<file path="src/rtl/valu_seq_if.sv">
// valu_seq_if -- bundle of the vector-sequencer handshake, register-file,
// lane and write-port signals.
//
//   master : the environment (issuer, vector register file, ALU lane, sink)
//   slave  : the valu_seq sequencer
//
//   start/ready/vl/alu_ctrl/flush  op request handshake and abort
//   elem_idx/elem_a/elem_b         register-file read port
//   lane_a/lane_b/lane_ctrl        operands and op code to the shared lane
//   lane_result                    result back from the lane
//   wr_en/wr_idx/wr_data           result write port
//   done/err/vflags                completion, rejection and result flags
interface valu_seq_if;
  logic        start;
  logic        ready;
  logic [2:0]  vl;
  logic [2:0]  alu_ctrl;
  logic        flush;
  logic [2:0]  elem_idx;
  logic [31:0] elem_a;
  logic [31:0] elem_b;
  logic [31:0] lane_a;
  logic [31:0] lane_b;
  logic [2:0]  lane_ctrl;
  logic [31:0] lane_result;
  logic        wr_en;
  logic [2:0]  wr_idx;
  logic [31:0] wr_data;
  logic        done;
  logic        err;
  logic [1:0]  vflags;

  modport master (
    output start, vl, alu_ctrl, flush, elem_a, elem_b, lane_result,
    input  ready, elem_idx, lane_a, lane_b, lane_ctrl,
           wr_en, wr_idx, wr_data, done, err, vflags
  );

  modport slave (
    input  start, vl, alu_ctrl, flush, elem_a, elem_b, lane_result,
    output ready, elem_idx, lane_a, lane_b, lane_ctrl,
           wr_en, wr_idx, wr_data, done, err, vflags
  );
endinterface

</file>
<file path="src/rtl/valu_seq.sv">
// valu_seq -- element sequencer for short vector ALU operations.
//
// Accepts a vector op (length 1..5, op code) when idle, walks elem_idx over
// the elements, forwards operands to a shared ALU lane and writes each lane
// result back. A multiply holds each element for MUL_LAT cycles. Completion
// is flagged with a one-cycle done pulse carrying {any_neg, all_zero}.
//
// Ports:
//   clk    sole clock, rising edge
//   reset  synchronous active-low reset
//   bus    valu_seq_if.slave (handshake, operand, lane and write signals)
module valu_seq #(
  parameter int MUL_LAT = 2  // cycles per multiply element, 1..4
) (
  input  logic        clk,
  input  logic        reset,
  valu_seq_if.slave   bus
);

  typedef enum logic [1:0] {
    IDLE,
    EXEC,
    DONE
  } state_t;

  localparam logic [2:0] OP_MUL   = 3'b110;
  localparam logic [1:0] BEAT_END = 2'(MUL_LAT - 1);

  state_t      state;
  logic [2:0]  op_q;
  logic [2:0]  vl_q;
  logic [2:0]  elem_idx;
  logic [1:0]  beat;
  logic        any_neg_acc;
  logic        all_zero_acc;
  logic        ready_q;
  logic        done_q;
  logic        err_q;
  logic [1:0]  vflags_q;

  logic        legal;
  logic        last_beat;
  logic        last_elem;
  logic        wr_fire;
  logic        next_any_neg;
  logic        next_all_zero;

  assign legal = (bus.vl != 3'd0) && (bus.vl <= 3'd5) &&
                 (bus.alu_ctrl != 3'b101) && (bus.alu_ctrl != 3'b111);

  // Non-mul ops finish an element every cycle; mul waits out MUL_LAT beats.
  assign last_beat = (op_q != OP_MUL) || (beat == BEAT_END);
  assign last_elem = (elem_idx == vl_q - 3'd1);

  // NOTE: the write port is combinational because lane_result is only valid
  // in the cycle its operands are presented. Gating with reset and flush
  // here is what keeps an aborted cycle from leaking a write.
  assign wr_fire = (state == EXEC) && last_beat && !bus.flush && reset;

  assign next_any_neg  = any_neg_acc | bus.lane_result[31];
  assign next_all_zero = all_zero_acc & (bus.lane_result == 32'd0);

  assign bus.wr_en     = wr_fire;
  assign bus.wr_idx    = wr_fire ? elem_idx : 3'd0;
  assign bus.wr_data   = wr_fire ? bus.lane_result : 32'd0;
  assign bus.lane_a    = bus.elem_a;
  assign bus.lane_b    = bus.elem_b;
  assign bus.lane_ctrl = op_q;
  assign bus.elem_idx  = elem_idx;
  assign bus.ready     = ready_q;
  assign bus.done      = done_q;
  assign bus.err       = err_q;
  assign bus.vflags    = vflags_q;

  // NOTE: all state is written with non-blocking assignments so every
  // register samples the pre-edge value of every other register.
  always_ff @(posedge clk) begin
    if (!reset) begin
      state        <= IDLE;
      op_q         <= 3'd0;
      vl_q         <= 3'd0;
      elem_idx     <= 3'd0;
      beat         <= 2'd0;
      any_neg_acc  <= 1'b0;
      all_zero_acc <= 1'b1;
      ready_q      <= 1'b1;
      done_q       <= 1'b0;
      err_q        <= 1'b0;
      vflags_q     <= 2'b00;
    end else begin
      done_q <= 1'b0;
      err_q  <= 1'b0;
      unique case (state)
        IDLE: begin
          // flush is deliberately ignored here, even alongside start.
          if (bus.start && ready_q) begin
            vflags_q <= 2'b00;
            if (legal) begin
              state        <= EXEC;
              op_q         <= bus.alu_ctrl;
              vl_q         <= bus.vl;
              elem_idx     <= 3'd0;
              beat         <= 2'd0;
              any_neg_acc  <= 1'b0;
              all_zero_acc <= 1'b1;
              ready_q      <= 1'b0;
            end else begin
              err_q <= 1'b1;
            end
          end
        end

        EXEC: begin
          if (bus.flush) begin
            state    <= IDLE;
            elem_idx <= 3'd0;
            beat     <= 2'd0;
            ready_q  <= 1'b1;
          end else if (!last_beat) begin
            beat <= beat + 2'd1;
          end else begin
            any_neg_acc  <= next_any_neg;
            all_zero_acc <= next_all_zero;
            beat         <= 2'd0;
            if (last_elem) begin
              state    <= DONE;
              elem_idx <= 3'd0;
              done_q   <= 1'b1;
              vflags_q <= {next_any_neg, next_all_zero};
            end else begin
              elem_idx <= elem_idx + 3'd1;
            end
          end
        end

        DONE: begin
          state   <= IDLE;
          ready_q <= 1'b1;
        end

        default: begin
          state   <= IDLE;
          ready_q <= 1'b1;
        end
      endcase
    end
  end

endmodule

</file>
<file path="src/flat_wrapper.sv">
// flat-port wrapper written by rule: the top's interface ports become plain ports
module valu_seq_flat 
#(
  parameter int MUL_LAT = 2                                      
)
  (clk, reset, bus_start, bus_vl, bus_alu_ctrl, bus_flush, bus_elem_a, bus_elem_b, bus_lane_result, bus_ready, bus_elem_idx, bus_lane_a, bus_lane_b, bus_lane_ctrl, bus_wr_en, bus_wr_idx, bus_wr_data, bus_done, bus_err, bus_vflags);
  valu_seq_if bus_i ();
  input  logic clk;
  input  logic reset;
  input wire logic [$bits(bus_i.start)-1:0] bus_start;
  input wire logic [$bits(bus_i.vl)-1:0] bus_vl;
  input wire logic [$bits(bus_i.alu_ctrl)-1:0] bus_alu_ctrl;
  input wire logic [$bits(bus_i.flush)-1:0] bus_flush;
  input wire logic [$bits(bus_i.elem_a)-1:0] bus_elem_a;
  input wire logic [$bits(bus_i.elem_b)-1:0] bus_elem_b;
  input wire logic [$bits(bus_i.lane_result)-1:0] bus_lane_result;
  output wire logic [$bits(bus_i.ready)-1:0] bus_ready;
  output wire logic [$bits(bus_i.elem_idx)-1:0] bus_elem_idx;
  output wire logic [$bits(bus_i.lane_a)-1:0] bus_lane_a;
  output wire logic [$bits(bus_i.lane_b)-1:0] bus_lane_b;
  output wire logic [$bits(bus_i.lane_ctrl)-1:0] bus_lane_ctrl;
  output wire logic [$bits(bus_i.wr_en)-1:0] bus_wr_en;
  output wire logic [$bits(bus_i.wr_idx)-1:0] bus_wr_idx;
  output wire logic [$bits(bus_i.wr_data)-1:0] bus_wr_data;
  output wire logic [$bits(bus_i.done)-1:0] bus_done;
  output wire logic [$bits(bus_i.err)-1:0] bus_err;
  output wire logic [$bits(bus_i.vflags)-1:0] bus_vflags;
  assign bus_i.start = bus_start;
  assign bus_i.vl = bus_vl;
  assign bus_i.alu_ctrl = bus_alu_ctrl;
  assign bus_i.flush = bus_flush;
  assign bus_i.elem_a = bus_elem_a;
  assign bus_i.elem_b = bus_elem_b;
  assign bus_i.lane_result = bus_lane_result;
  assign bus_ready = bus_i.ready;
  assign bus_elem_idx = bus_i.elem_idx;
  assign bus_lane_a = bus_i.lane_a;
  assign bus_lane_b = bus_i.lane_b;
  assign bus_lane_ctrl = bus_i.lane_ctrl;
  assign bus_wr_en = bus_i.wr_en;
  assign bus_wr_idx = bus_i.wr_idx;
  assign bus_wr_data = bus_i.wr_data;
  assign bus_done = bus_i.done;
  assign bus_err = bus_i.err;
  assign bus_vflags = bus_i.vflags;
  valu_seq #(.MUL_LAT(MUL_LAT)) u_core (.clk(clk), .reset(reset), .bus(bus_i));
endmodule
</file>
<file path="config.mk">
export PLATFORM = sky130hd
export DESIGN_NAME = valu_seq_flat
export DESIGN_NICKNAME = d
export VERILOG_FILES = /design/src/rtl/valu_seq_if.sv /design/src/rtl/valu_seq.sv /design/src/flat_wrapper.sv
export SDC_FILE = /design/constraint.sdc
export NUM_CORES = 1
export LEC_CHECK = 0
export CELL_PAD_IN_SITES_DETAIL_PLACEMENT = 0
export CELL_PAD_IN_SITES_GLOBAL_PLACEMENT = 2
export CORE_MARGIN = 2
export CORE_UTILIZATION = 12
export DETAILED_ROUTE_END_ITERATION = 8
export PLACE_DENSITY_LB_ADDON = 0.1
export SETUP_SLACK_MARGIN = 0.3
export SKIP_CTS_REPAIR_TIMING = 1
export SLEW_MARGIN = 10
export SYNTH_ARGS = -nofsm -noshare
export SYNTH_HDL_FRONTEND = slang
export SYNTH_SLANG_ARGS = --single-unit
export TNS_END_PERCENT = 5
</file>
<file path="constraint.sdc">
create_clock -name clk -period 1.7 [get_ports clk]
set_input_delay 0.255 -clock clk [delete_from_list [all_inputs] [get_ports clk]]
set_output_delay 0.255 -clock clk [all_outputs]
set_load 0.05 [all_outputs]
</file>
==> results of run 1 <==
where the power goes:
group          internal (mW)  switching, mW
clock network          0.320          0.192
registers              0.489         0.0133
logic                  0.286          0.264
cell families after synthesis:
| group | share of synthesized area |
|---|---|
| simple gates | 0.312 |
| mux | 0.0223 |
| xor+xnor | 0.0223 |
| compound gates | 0.0905 |
| fa+ha+maj | 0.0209 |
| flops | 0.223 |
| buf+inv | 0.309 |
per-layer routing:
metal | wire (um) | GRT usage | vias up
met3 | 463 | 0.0228 | 8
met4 | 38 | 0.0187 | 0
met2 | 3220 | 0.121 | 86
li1 | - | - | 831
met1 | 3320 | 0.110 | 764
met5 | 0 | 0 | -
layout by cell type, fill, tap and decap left out, types with 2 or more instances in the layout:
| master | n |
|---|---|
| nand4_1 | 3 |
| ha_4 | 2 |
| nor4_1 | 4 |
| buf_6 | 2 |
| dfxtp_1 | 12 |
| mux2i_1 | 4 |
| o22ai_1 | 4 |
| buf_4 | 37 |
| and2_4 | 2 |
| nor2b_1 | 7 |
| a21oi_1 | 2 |
| and3_4 | 36 |
| dfxtp_2 | 7 |
| and4bb_2 | 2 |
| inv_1 | 3 |
| nor2_1 | 4 |
| o211ai_1 | 3 |
| clkbuf_16 | 5 |
| a21boi_1 | 3 |
| dlymetal6s2s_1 | 4 |
| buf_12 | 39 |
| nand2_1 | 20 |
| clkdlybuf4s50_1 | 36 |
worst max-delay path, stage by stage, from the launching register on:
cell and delay (ps):
dfxtp_2 330, inv_2 40, ha_4 140, and4bb_2 340, nor2_4 60, buf_12 140, clkbuf_16 160, and3_4 180
buf_12 140
sequential cells by signal, summed over array words and instances, names as in the netlist:
name and flops:
u_core.vl_q 3, u_core.all_zero_acc 1, u_core.bus.ready 1, u_core.any_neg_acc 1, u_core.bus.lane_ctrl 3, u_core.bus.elem_idx 3, u_core.bus.done 1, u_core.bus.err 1
u_core.bus.vflags 2, u_core.state 2, u_core.beat 2
per-stage QoR:
stage,hold WS [ps],worst slack [ps]
global placement,451,-380
global route,444,-405
finish,424,-346
detailed placement,456,-399
CTS,461,-400
floorplan,392,51.8
how the worst max path moves through the flow:
stage | end | slack, ps | cells after the start
2_1_floorplan | bus_wr_data[16] | 50 | 5
3_3_place_gp | bus_wr_data[1] | -380 | 6
3_5_place_dp | bus_wr_data[1] | -400 | 6
4_1_cts | bus_wr_data[1] | -400 | 6
5_1_grt | bus_wr_data[28] | -400 | 8
6_report | bus_wr_data[8] | -350 | 8
layout make-up:
| type | count | area, um2 | share of cell area |
|---|---|---|---|
| Clock buffer | 4 | 78.8 | 0.0229 |
| Inverter | 4 | 15.0 | 0.00437 |
| Multi-Input combinational cell | 127 | 1150 | 0.336 |
| Sequential cell | 20 | 413 | 0.120 |
| Tap cell | 184 | 230 | 0.0670 |
| Timing Repair Buffer | 121 | 1550 | 0.450 |
==> impl_results.md, run 1 <==
* Status: finished, violations left
* Failing checks: negative setup slack
* ANT nets after route at 0
* Fin cells at 460
* Syn Inst Count at 226
* Filler instances at 1,560
* Worst skew pair latency at 260 ps
* Mapped Area at 1800 um2
* R2R Setup Slk at 80 ps
* Syn nets at 335
* Clock buffer depth at 2
* Fin crit share at 1.20
* Reg2Reg Depth at 8
* PD cells at 455 nW/um2
* DRC violations left at 0
* CTS root buffer: clkbuf_16
* Pin count of the biggest net entering global routing at 61
* Number of vias per cell at 3.67
* Yosys reg bits at 20
* Worst slew margin at 0.759
* Die area at 16,000 um2
* Startpoint Class: flip-flop
* Hpwl dp at 5280 um
* Fmax at 489 MHz
* Gr usage total at 0.0792
* Number of port buffers at 88
* H-tree depth at 1
* # clock sinks at 20
* N_diodes at 0
* Worst Hold Launch: bus_vl[1]
* EDFF count, synth at 0
* Fin. Hold Viols at 0
* Crit path DAT at 1790 ps
* Hold-critical path endpoint: u_core.vl_q[1]
* Layout Nets at 386
* Final Skew at 6.95 ps
* Synth warn at 0
* Total detailed-routing wirelength at 7040 um
* Hold-critical path depth at 4
* Distinct cells, synth at 42
* Post-route setup TNS at -11,310 ps
* Max VDD drop at 0.312 mV
* Top-count cell post-synth: buf_4
* Dpl cells at 452
* Sequential element share of the synthesized area at 0.223
* Hold Crit Class: primary input to flip-flop
* Synth area leaders: buf_4 27%, dfxtp_1 22%, and3_1 13%, nand2_1 4.4%, nor2b_1 2.4%
* Worst-path clk slew at 60 ps
* Die H at 126 um
* Crit path required time at 1440 ps
* Initial antenna violation count at 0
* Worst Tran Pin Value at 360 ps
* Top-area cell type share of the netlist area at 0.267
* Chip Width at 126 um
* Final setup fails at 36
* Crit-path max FO at 8
* CP Capture Type: primary output
* Asr flop ratio synth at 0
* Global-route wire length before repair at 10,000 um
* Via count at 1,689
* DRT iter0 DRCs at 30
* Post-synth top area cell: buf_4
* Number of global-route vias before repair at 1,670
* Main synth FF type: dfxtp_1
* R2R Path End: u_core.bus.done
* Slew Limit Fails at 0
* Total power draw at 1.56 mW
* Cell area after layout at 3440 um2
* Cts bufs inserted at 3
* Wire per inst at 15.3 um
* Initial core utilization at 0.123
* Core footprint at 14,600 um2
* CTS tree: yes
* Crit Path Class: flip-flop to primary output
* CP startpoint: u_core.beat[1]
* Ratio of cells with drive above 1 in the final layout at 0.543
* Placed Area at 3090 um2
* Area growth, synth to finish at 91.4%
* GPL Wtd Cong at 0.653
* Lkg Pwr at 1.32 nW
* Drt first pass iters at 4
* Ports at 217
* RSZ-0062 raised after global routing: true
* Crit path time final at 2050 ps
* Synth cell count leaders: 64 x buf_4, 37 x and3_1, 21 x nand2_1, 20 x dfxtp_1, 7 x nor2b_1
* Grt ovf at 0
* Worst R2R Start: u_core.beat[1]
* Rows at 44
* Syn avg cell area at 7.95 um2
* End-of-flow core utilization at 0.236
* Max Cap Viol at 0
* Final setup margin at -346 ps
Power figures use the tool's default switching activity.
==> run 2, diff against run 1 <==
Settings changed: CTS_BUF_LIST set to sky130_fd_sc_hd__clkbuf_16, SKIP_LAST_GASP set to 1.
==> run 2 against run 1 <==
  * The run still ends with negative setup slack left
  * Worst hold slack got worse by 1.9 ps
  * Count of clock-buffer cells in the layout decreased by 1
  * Register-to-register slack got worse by 30 ps
  * Largest cell class unchanged
  * First-iteration DRC count decreased by 20%
  * Sequential share of layout area increased by 0.45 points
  * Global-route usage unchanged
  * Fmax decreased by 0.49%
  * Design area decreased by 3.9%
==> impl_results.md, run 2 (synthesized netlist as in run 1, its figures left out) <==
* Core footprint at 14,600 um2
* Rows at 44
* Worst slew margin at 0.720
* Ports at 217
* Drt first pass iters at 4
* Die area at 16,000 um2
* Clock share of power at 0.335
* PD cells at 459 nW/um2
* Commonest non-fill, non-tap cells in the layout: 39 x clkdlybuf4s50_1, 39 x buf_12, 37 x buf_4
* Buffers and inverters on the worst path at 4
* Hold Crit Class: primary input to flip-flop
* Total detailed-routing wirelength at 6900 um
* Worst R2R Start: u_core.beat[1]
* RSZ-0062 raised after global routing: true
* Area growth, synth to finish at 83.8%
* Clock buffer depth at 2
* # clock sinks at 20
* Failing checks: negative setup slack
* Number of vias per cell at 3.69
* CP startpoint: u_core.beat[1]
* Status: finished, violations left
* Slew Limit Fails at 0
* Ratio of cells with drive above 1 in the final layout at 0.486
* Reg power frac at 0.331
* Initial core utilization at 0.123
* Initial antenna violation count at 0
* NetSw at 0.449 mW
* Max VDD drop at 0.315 mV
* Hpwl dp at 5280 um
* Final setup margin at -356 ps
* Filler instances at 1,573
* Crit path DAT at 1800 ps
* N_diodes at 0
* Layout Nets at 386
* Fmax at 486 MHz
* Number of global-route vias before repair at 1,670
* CTS tree: yes
* Startpoint Class: flip-flop
* DRC violations left at 0
* Crit path time final at 2060 ps
* Worst-path clk slew at 60 ps
* Pin count of the biggest net entering global routing at 61
* Worst Hold Launch: bus_flush
* Cell area after layout at 3300 um2
* Max Cap Viol at 0
* End-of-flow core utilization at 0.226
* Cts bufs inserted at 3
* Crit-path cells: inv_2 -> ha_4 -> and4bb_2 -> nor2_4 -> buf_12 -> clkbuf_16 -> and3_4 -> buf_12
* Final Hold Slack at 422 ps
* Final setup fails at 39
* GPL Wtd Cong at 0.653
* Number of port buffers at 88
* Global-route wire length before repair at 10,000 um
* Wire per inst at 15.0 um
* Crit path required time at 1440 ps
* Fin crit share at 1.21
* Max stage delay on crit path at 340 ps
* Final Skew at 6.26 ps
* Chip Width at 126 um
* Lkg Pwr at 1.28 nW
* Power share of the combinational group at 0.334
* Most used cell, CP: buf_12
* Die H at 126 um
* Crit Path Class: flip-flop to primary output
* Critical-path top delay cell: and4bb_2
* Placed Area at 3090 um2
* Gr usage total at 0.0792
* Fin. Hold Viols at 0
* ANT nets after route at 0
* Internal at 1.07 mW
* Worst Tran Pin Value at 416 ps
* H-tree depth at 1
* Via count at 1,698
* Family with the most delay on the worst path: simple AND/OR/NAND/NOR gates
* CP Capture Type: primary output
* CTS root buffer: clkbuf_16
* Switching Share at 0.296
* Worst skew pair latency at 260 ps
* Crit-path max FO at 8
* DRT iter0 DRCs at 24
* Grt ovf at 0
==> run 2: cell types whose count changed in the layout (fill, tap and decap cells not counted), moves of 2 or more <==
cell / delta
a21boi_1: -3
a21boi_0: +3
clkdlybuf4s50_1: +3
nand3_1: +2
dlymetal6s2s_1: -3
a31oi_1: +2
==> run 2: worst register-to-register path, cell delays in order (launching register included) <==
cell       delay [ps]
dfxtp_2           320
inv_2              60
ha_4              120
and4bb_2          260
nor2_4            130
buf_12            140
buf_6             140
a2bb2oi_2         220
mux2i_1           200
==> run 2: metal layers <==
layer / GRT usage / wire (um) / vias up
met5: 0 / 0 / -
li1: - / - / 833
met1: 0.110 / 3230 / 761
met4: 0.0187 / 52 / 0
met2: 0.121 / 3130 / 94
met3: 0.0228 / 492 / 10
==> run 2: metrics by stage <==
step                      std cells  TNS, ps  power (mW)  setup slack (ps)
final                           460   -11880        1.51              -356
after global routing            460   -14410        1.60              -405
after CTS                       456   -13750        1.53              -400
after detailed placement        452   -17820        1.00              -399
after global placement          452   -17140        1.01              -380
after floorplan                 226        0        1.13              51.8
==> run 2: power by group through the flow <==
stage          Sequential, mW  Clock, mW  Combinational (mW)
5_1_grt                 0.503      0.553               0.544
4_1_cts                 0.502      0.536               0.494
2_1_floorplan           0.548          0               0.586
3_5_place_dp            0.512          0               0.492
3_3_place_gp            0.512          0               0.496
6_report                0.501      0.507               0.506
==> run 2: worst paths after layout <==
kind | endpoint | slack (ps) | cells past startpoint
max | bus_wr_data[7] | -360 | 8
min | u_core.bus.ready | 420 | 4
max reg2reg | u_core.bus.vflags[0] | 50 | 8
min reg2reg | u_core.bus.vflags[0] | 460 | 2
==> run 2: cell type report <==
class,count,area [um2],area share
tap,184,230,0.0697
timing repair buffer,121,1540,0.466
inverter,4,15.0,0.00455
sequential,20,412,0.125
multi-input combinational,127,1030,0.311
clock buffer,3,75.1,0.0227
clock inverter,1,3.75,0.00114
